## src/rtl/i2c_mem_pkg.sv

```systemverilog
// Shared types and helpers for the I2C burst memory.
package i2c_mem_pkg;

    typedef enum logic {ST_INIT, ST_READY} mem_state_t;

    // Increment only the low pb bits of ptr; upper bits (page number) are kept.
    function automatic logic [31:0] page_inc(input logic [31:0] ptr, input int unsigned pb);
        logic [31:0] mask;
        mask = (32'd1 << pb) - 32'd1;
        return (ptr & ~mask) | ((ptr + 32'd1) & mask);
    endfunction

endpackage

```

## src/rtl/i2c_mem_array.sv

```systemverilog
// Storage array: one synchronous write port and one registered read port.
module i2c_mem_array #(
    parameter int unsigned DW = 8,
    parameter int unsigned AW = 7
) (
    input  logic          clk,
    input  logic          rst,
    input  logic          we,
    input  logic [AW-1:0] waddr,
    input  logic [DW-1:0] wdata,
    input  logic          re,
    input  logic [AW-1:0] raddr,
    output logic [DW-1:0] rdata
);
    localparam int unsigned DEPTH = 2 ** AW;

    logic [DW-1:0] mem_q [DEPTH];
    logic [DW-1:0] rdata_q, rdata_d;

    // Read data holds its last value unless a read is issued.
    always_comb begin
        rdata_d = rdata_q;
        if (re) rdata_d = mem_q[raddr];
    end

    // Storage is cleared by the top-level sweep, so it carries no reset.
    always_ff @(posedge clk) begin
        if (we) mem_q[waddr] <= wdata;
    end

    // Read register.
    always_ff @(posedge clk) begin
        if (rst) rdata_q <= '0;
        else     rdata_q <= rdata_d;
    end

    assign rdata = rdata_q;

endmodule

```

## src/rtl/i2c_mem_burst.sv

```systemverilog
// I2C-slave backing memory with a burst address pointer, write protect and a
// clear-on-reset sweep.
module i2c_mem_burst
    import i2c_mem_pkg::*;
#(
    parameter int unsigned   DW       = 8,
    parameter int unsigned   AW       = 7,
    parameter int unsigned   PAGE     = 8,
    parameter logic [DW-1:0] INIT_VAL = '0
) (
    input  logic          clk,
    input  logic          rst,
    output logic          busy,
    input  logic          start,
    input  logic [AW-1:0] addr_in,
    input  logic          wr_valid,
    input  logic [DW-1:0] wr_data,
    output logic          wr_ready,
    output logic          wr_err,
    input  logic          wp,
    input  logic          rd_req,
    output logic          rd_valid,
    output logic [DW-1:0] rd_data,
    output logic [AW-1:0] ptr
);
    localparam int unsigned DEPTH = 2 ** AW;
    localparam int unsigned PB    = $clog2(PAGE);

    mem_state_t    state_q, state_d;
    logic [AW-1:0] idx_q, idx_d;
    logic [AW-1:0] ptr_q, ptr_d;
    logic          wr_err_q, wr_err_d;
    logic          rd_valid_q, rd_valid_d;

    logic          mem_we;
    logic [AW-1:0] mem_waddr;
    logic [DW-1:0] mem_wdata;
    logic          mem_re;

    // Sweep / request arbitration: start > write > read while ready.
    always_comb begin
        state_d    = state_q;
        idx_d      = idx_q;
        ptr_d      = ptr_q;
        wr_err_d   = 1'b0;
        rd_valid_d = 1'b0;
        mem_we     = 1'b0;
        mem_waddr  = ptr_q;
        mem_wdata  = wr_data;
        mem_re     = 1'b0;
        unique case (state_q)
            ST_INIT: begin
                mem_we    = 1'b1;
                mem_waddr = idx_q;
                mem_wdata = INIT_VAL;
                idx_d     = idx_q + 1'b1;
                if (idx_q == AW'(DEPTH - 1)) state_d = ST_READY;
            end
            ST_READY: begin
                if (start) begin
                    ptr_d = addr_in;
                end else if (wr_valid) begin
                    // A protected beat still advances the pointer.
                    if (wp) wr_err_d = 1'b1;
                    else    mem_we   = 1'b1;
                    ptr_d = AW'(page_inc(32'(ptr_q), PB));
                end else if (rd_req) begin
                    mem_re     = 1'b1;
                    rd_valid_d = 1'b1;
                    ptr_d      = ptr_q + 1'b1;
                end
            end
            default: state_d = ST_INIT;
        endcase
    end

    // State register.
    always_ff @(posedge clk) begin
        if (rst) begin
            state_q    <= ST_INIT;
            idx_q      <= '0;
            ptr_q      <= '0;
            wr_err_q   <= 1'b0;
            rd_valid_q <= 1'b0;
        end else begin
            state_q    <= state_d;
            idx_q      <= idx_d;
            ptr_q      <= ptr_d;
            wr_err_q   <= wr_err_d;
            rd_valid_q <= rd_valid_d;
        end
    end

    i2c_mem_array #(
        .DW (DW),
        .AW (AW)
    ) u_array (
        .clk   (clk),
        .rst   (rst),
        .we    (mem_we),
        .waddr (mem_waddr),
        .wdata (mem_wdata),
        .re    (mem_re),
        .raddr (ptr_q),
        .rdata (rd_data)
    );

    assign busy     = (state_q == ST_INIT);
    assign wr_ready = ~busy;
    assign wr_err   = wr_err_q;
    assign rd_valid = rd_valid_q;
    assign ptr      = ptr_q;

endmodule
```

## config.mk

```make
export PLATFORM = sky130hd
export DESIGN_NAME = i2c_mem_burst
export DESIGN_NICKNAME = d
export VERILOG_FILES = /design/src/rtl/i2c_mem_pkg.sv /design/src/rtl/i2c_mem_array.sv /design/src/rtl/i2c_mem_burst.sv
export SDC_FILE = /design/constraint.sdc
export NUM_CORES = 1
export LEC_CHECK = 0
export BUFFER_PORTS_ARGS = -buffer_cell sky130_fd_sc_hd__buf_2
export CAP_MARGIN = 20
export CORE_UTILIZATION = 40
export DETAILED_ROUTE_END_ITERATION = 8
export SLEW_MARGIN = 20
export SYNTH_ARGS = -nofsm -noshare
export SYNTH_HDL_FRONTEND = slang
export SYNTH_SLANG_ARGS = --single-unit
```

## constraint.sdc

```tcl
create_clock -name clk -period 3.9 [get_ports clk]
set_input_delay 0.585 -clock clk [delete_from_list [all_inputs] [get_ports clk]]
set_output_delay 0.585 -clock clk [all_outputs]
set_load 0.1 [all_outputs]
```

==> Implementation_results.wiki <==
{| class="wikitable"
! Metric !! Value
|-
| GRT Util Overall || 20.5%
|-
| Quantity of I/O buffers inserted on ports || 39
|-
| First-pass iteration count of the detailed router || 5
|-
| Synth warn || 0
|-
| Transition at the pin with the smallest max-transition slack || around 1.1 ns
|-
| Main area contributors after synthesis || sky130_fd_sc_hd__edfxtp_1 75%, sky130_fd_sc_hd__mux4_2 11%, sky130_fd_sc_hd__mux2i_1 3.1%
|-
| VDD IR-drop max || 0.342 mV
|-
| Worst path arrival time || a little over 4 ns
|-
| Share of layout cells above drive strength 1 || 27.5%
|-
| Setup TNS || 0 ns
|-
| Ant. Diodes || 0
|-
| Fin. max-slew vios || 0
|-
| Setup Buffers After CTS || 0
|-
| # rows || 117
|-
| Number of hold buffers added after cts || 0
|-
| End of the worst register-to-register path || u_array.rdata[6]$_SDFFE_PP0P_
|-
| Cts bufs inserted || 106
|-
| Clock tree from TritonCTS || built
|-
| Deepest clock path buffer count || 3
|-
| Tcrit/Tclk final || 90.6%
|-
| Synth-to-layout area growth || 16.2%
|-
| Final routed wire length divided by cell count || 27.7 um
|-
| Floorplan die height || 323 um
|-
| Die outline width || 323 um
|-
| Worst setup skew after layout || 0.0344 ns
|-
| Final setup viols || 0
|-
| Max_cap viols || 0
|-
| Vias in the first global route || 22200
|-
| Wire length of the first global-routing pass || roughly 160000 um
|-
| Antenna Violating Nets Remaining || 0
|-
| Setup Crit Path Kind || reg2reg
|-
| Library cell with the highest instance count after synthesis || sky130_fd_sc_hd__edfxtp_1
|-
| Post-synth net total || 2125
|-
| Synthesized instance count || around 2100
|-
| Filler cell count || 8510
|-
| Starting utilization of the core area || 40.4%
|-
| Top post-synthesis cells by count || 1024 x sky130_fd_sc_hd__edfxtp_1, 206 x sky130_fd_sc_hd__mux4_2, 175 x sky130_fd_sc_hd__nor2_1
|-
| Insertion delay to the later sink of the worst-skew pair || between 0.6 and 0.7 ns
|-
| Post-synth EDFFs || 1024
|-
| Outcome || complete, no violations
|-
| Clock sink count || 1049
|-
| Portion of synthesized cell area occupied by the leading cell type || between 70% and 80%
|-
| P_leak || 15.9 nW
|-
| Required time worst endpoint || 4.48 ns
|-
| Number of unique standard cell types used by synthesis || 62
|-
| Path type of the worst min-delay path || in2reg
|-
| HPWL after DPL || 66600 um
|-
| Launch point of the worst hold path || addr_in[0]
|-
| Hold slack final || 0.174 ns
|-
| Residual DRC count || 0
|-
| R2r setup slk || roughly 0.37 ns
|-
| Via count || 21800
|-
| Final GP Congestion || 0.878
|-
| Pin count of the biggest net entering global routing || 129
|-
| Type of origin of the critical path || register
|-
| Die Outline Area || 0.104 mm2
|-
| Reg2Reg Depth || 9
|-
| PD cells || 466 mW/mm2
|-
| Combined area of all synthesized cells || 0.0412 mm2
|-
| DR iter-0 viols || between 2000 and 2500
|-
| Final-report hold violation count || 0
|-
| Max transition margin || 24.1%
|-
| Flop and latch count out of synthesis || 1049
|-
| Critical path fanouts, max || 36
|-
| Endpoint with the worst hold slack || ptr[0]$_SDFFE_PP0P_
|-
| Post-layout nets || about 2400
|-
| CORE AREA || 0.102 mm2
|-
| Number of antenna violations at the first check in global routing || 1
|-
| Register clock-pin slew on the reported worst setup and hold paths || 0.06 ns
|-
| Hold Path Cell Cnt || 3
|-
| Number of top-level pins || 40
|-
| Clock period minus final worst setup slack || between 3 and 4 ns
|-
| Achievable Freq || 0.283 GHz
|-
| Register area share after synthesis || 75.8%
|-
| Htree depth || 3
|-
| Routed wire length || around 110000 um
|-
| Cell accounting for the most synthesized area || sky130_fd_sc_hd__edfxtp_1
|-
| Dominant register cell in the synthesized netlist || sky130_fd_sc_hd__edfxtp_1
|-
| Congestion Overflow GR || 0
|-
| Vias per cell || 5.69
|-
| Syn Area/Cell || a little under 20 um2
|-
| Origin of the critical flop-to-flop path || ptr[0]$_SDFFE_PP0P_
|-
| Number of instances resized during post-cts repair || 0
|-
| Type of element capturing the critical path || register
|-
| Clock root buffer || sky130_fd_sc_hd__clkbuf_16
|-
| Share of async-settable or async-resettable flops after synthesis || 0%
|-
| Unrepaired setup endpoints after global routing || no
|}
## report_power, final
| group | internal (W) | total [W] | leakage (nW) | switching [W] |
|---|---|---|---|---|
| sequential | 0.0122 | 0.0122 | 10.4 | 0.0000130 |
| combinational | 0.0000618 | 0.000204 | 3.86 | 0.000142 |
| clock | 0.00562 | 0.00989 | 1.67 | 0.00427 |
## through the flow
stage	power [W]	worst slack, ns	cells	instance area [um2]	util [%]
3_3_place_gp	0.0127	0.0698	3630	44500	43.6
2_1_floorplan	0.0126	0.189	2102	41200	-
4_1_cts	0.0225	0.240	3826	47900	47.0
3_5_place_dp	0.0127	0.279	3630	44500	43.6
5_1_grt	0.0229	0.0954	3826	47900	47.0
6_report	0.0223	0.368	3826	47900	47.0
## flip-flops by register name, summed over array words and instances (netlist names)
register	cells
idx_q	7
wr_err	1
u_array.rdata	8
rd_valid	1
ptr	7
wr_ready	1
u_array.mem_q	1024
## layout by cell type, fill, tap and decap left out, drive strengths merged, types with 16 or more instances in the layout
cell,instances
o221ai,16
a22oi,20
a2111oi,16
clkbuf,128
mux2i,128
o21ai,20
mux4,206
a21oi,38
o22ai,33
nand2,101
nor2,175
clkinv,54
dfxtp,25
edfxtp,1024
a211oi,18
buf,281
## critical path, stage by stage (launching register included)
cell and delay [ns]:
sky130_fd_sc_hd__dfxtp_4 0.87, sky130_fd_sc_hd__buf_12 0.30, sky130_fd_sc_hd__buf_12 0.19, sky130_fd_sc_hd__mux4_2 0.52
sky130_fd_sc_hd__nand2_1 0.09, sky130_fd_sc_hd__a21oi_1 0.10, sky130_fd_sc_hd__a2111oi_0 0.70, sky130_fd_sc_hd__buf_4 0.23
sky130_fd_sc_hd__nor3b_1 0.08, sky130_fd_sc_hd__o31a_1 0.32
## metal layers
layer  GRT usage (%)  up-vias  routed length [um]
met5               0        -                  13
met4            6.20        2                2930
met3            3.49      168                7770
met2            32.4      890               50100
met1            29.2    11500               45200
li1                -     9170                   -
## kinds of logic after synthesis
kind of cell | after synthesis | share of synthesized area (%)
buffers and inverters | 130 | 1.85
DFF | 1049 | 75.8
and+or+nand+nor | 341 | 3.47
AOI/OAI and AO/OA | 237 | 4.19
adders and majority gates | 2 | 0.0607
muxes | 337 | 14.5
xor gates and xnor gates | 6 | 0.128
## worst max path at each step
| stage | to | depth (start not counted) | from | slack, ns |
|---|---|---|---|---|
| global placement | u_array.rdata[6]$_SDFFE_PP0P_ | 5 | ptr[0]$_SDFFE_PP0P_ | 0.07 |
| detailed placement | u_array.rdata[6]$_SDFFE_PP0P_ | 9 | ptr[0]$_SDFFE_PP0P_ | 0.28 |
| CTS | u_array.rdata[6]$_SDFFE_PP0P_ | 9 | ptr[0]$_SDFFE_PP0P_ | 0.24 |
| global route | u_array.rdata[6]$_SDFFE_PP0P_ | 9 | ptr[0]$_SDFFE_PP0P_ | 0.1 |
| finish | u_array.rdata[6]$_SDFFE_PP0P_ | 9 | ptr[0]$_SDFFE_PP0P_ | 0.37 |
| floorplan | u_array.mem_q[45][0]$_DFFE_PP_ | 6 | wr_ready$_SDFF_PP0_ | 0.19 |
## layout make-up
cell class / count / area, um2 / area share [%]
multi-input combinational: 923 / 9230 / 19.3
timing repair buffer: 281 / 2220 / 4.65
tap: 1368 / 1710 / 3.57
clock buffer: 128 / 2780 / 5.80
sequential: 1049 / 31300 / 65.3
clock inverter: 68 / 641 / 1.34
inverter: 9 / 35.0 / 0.0732
Note: power is estimated with default switching activity, not from simulation.
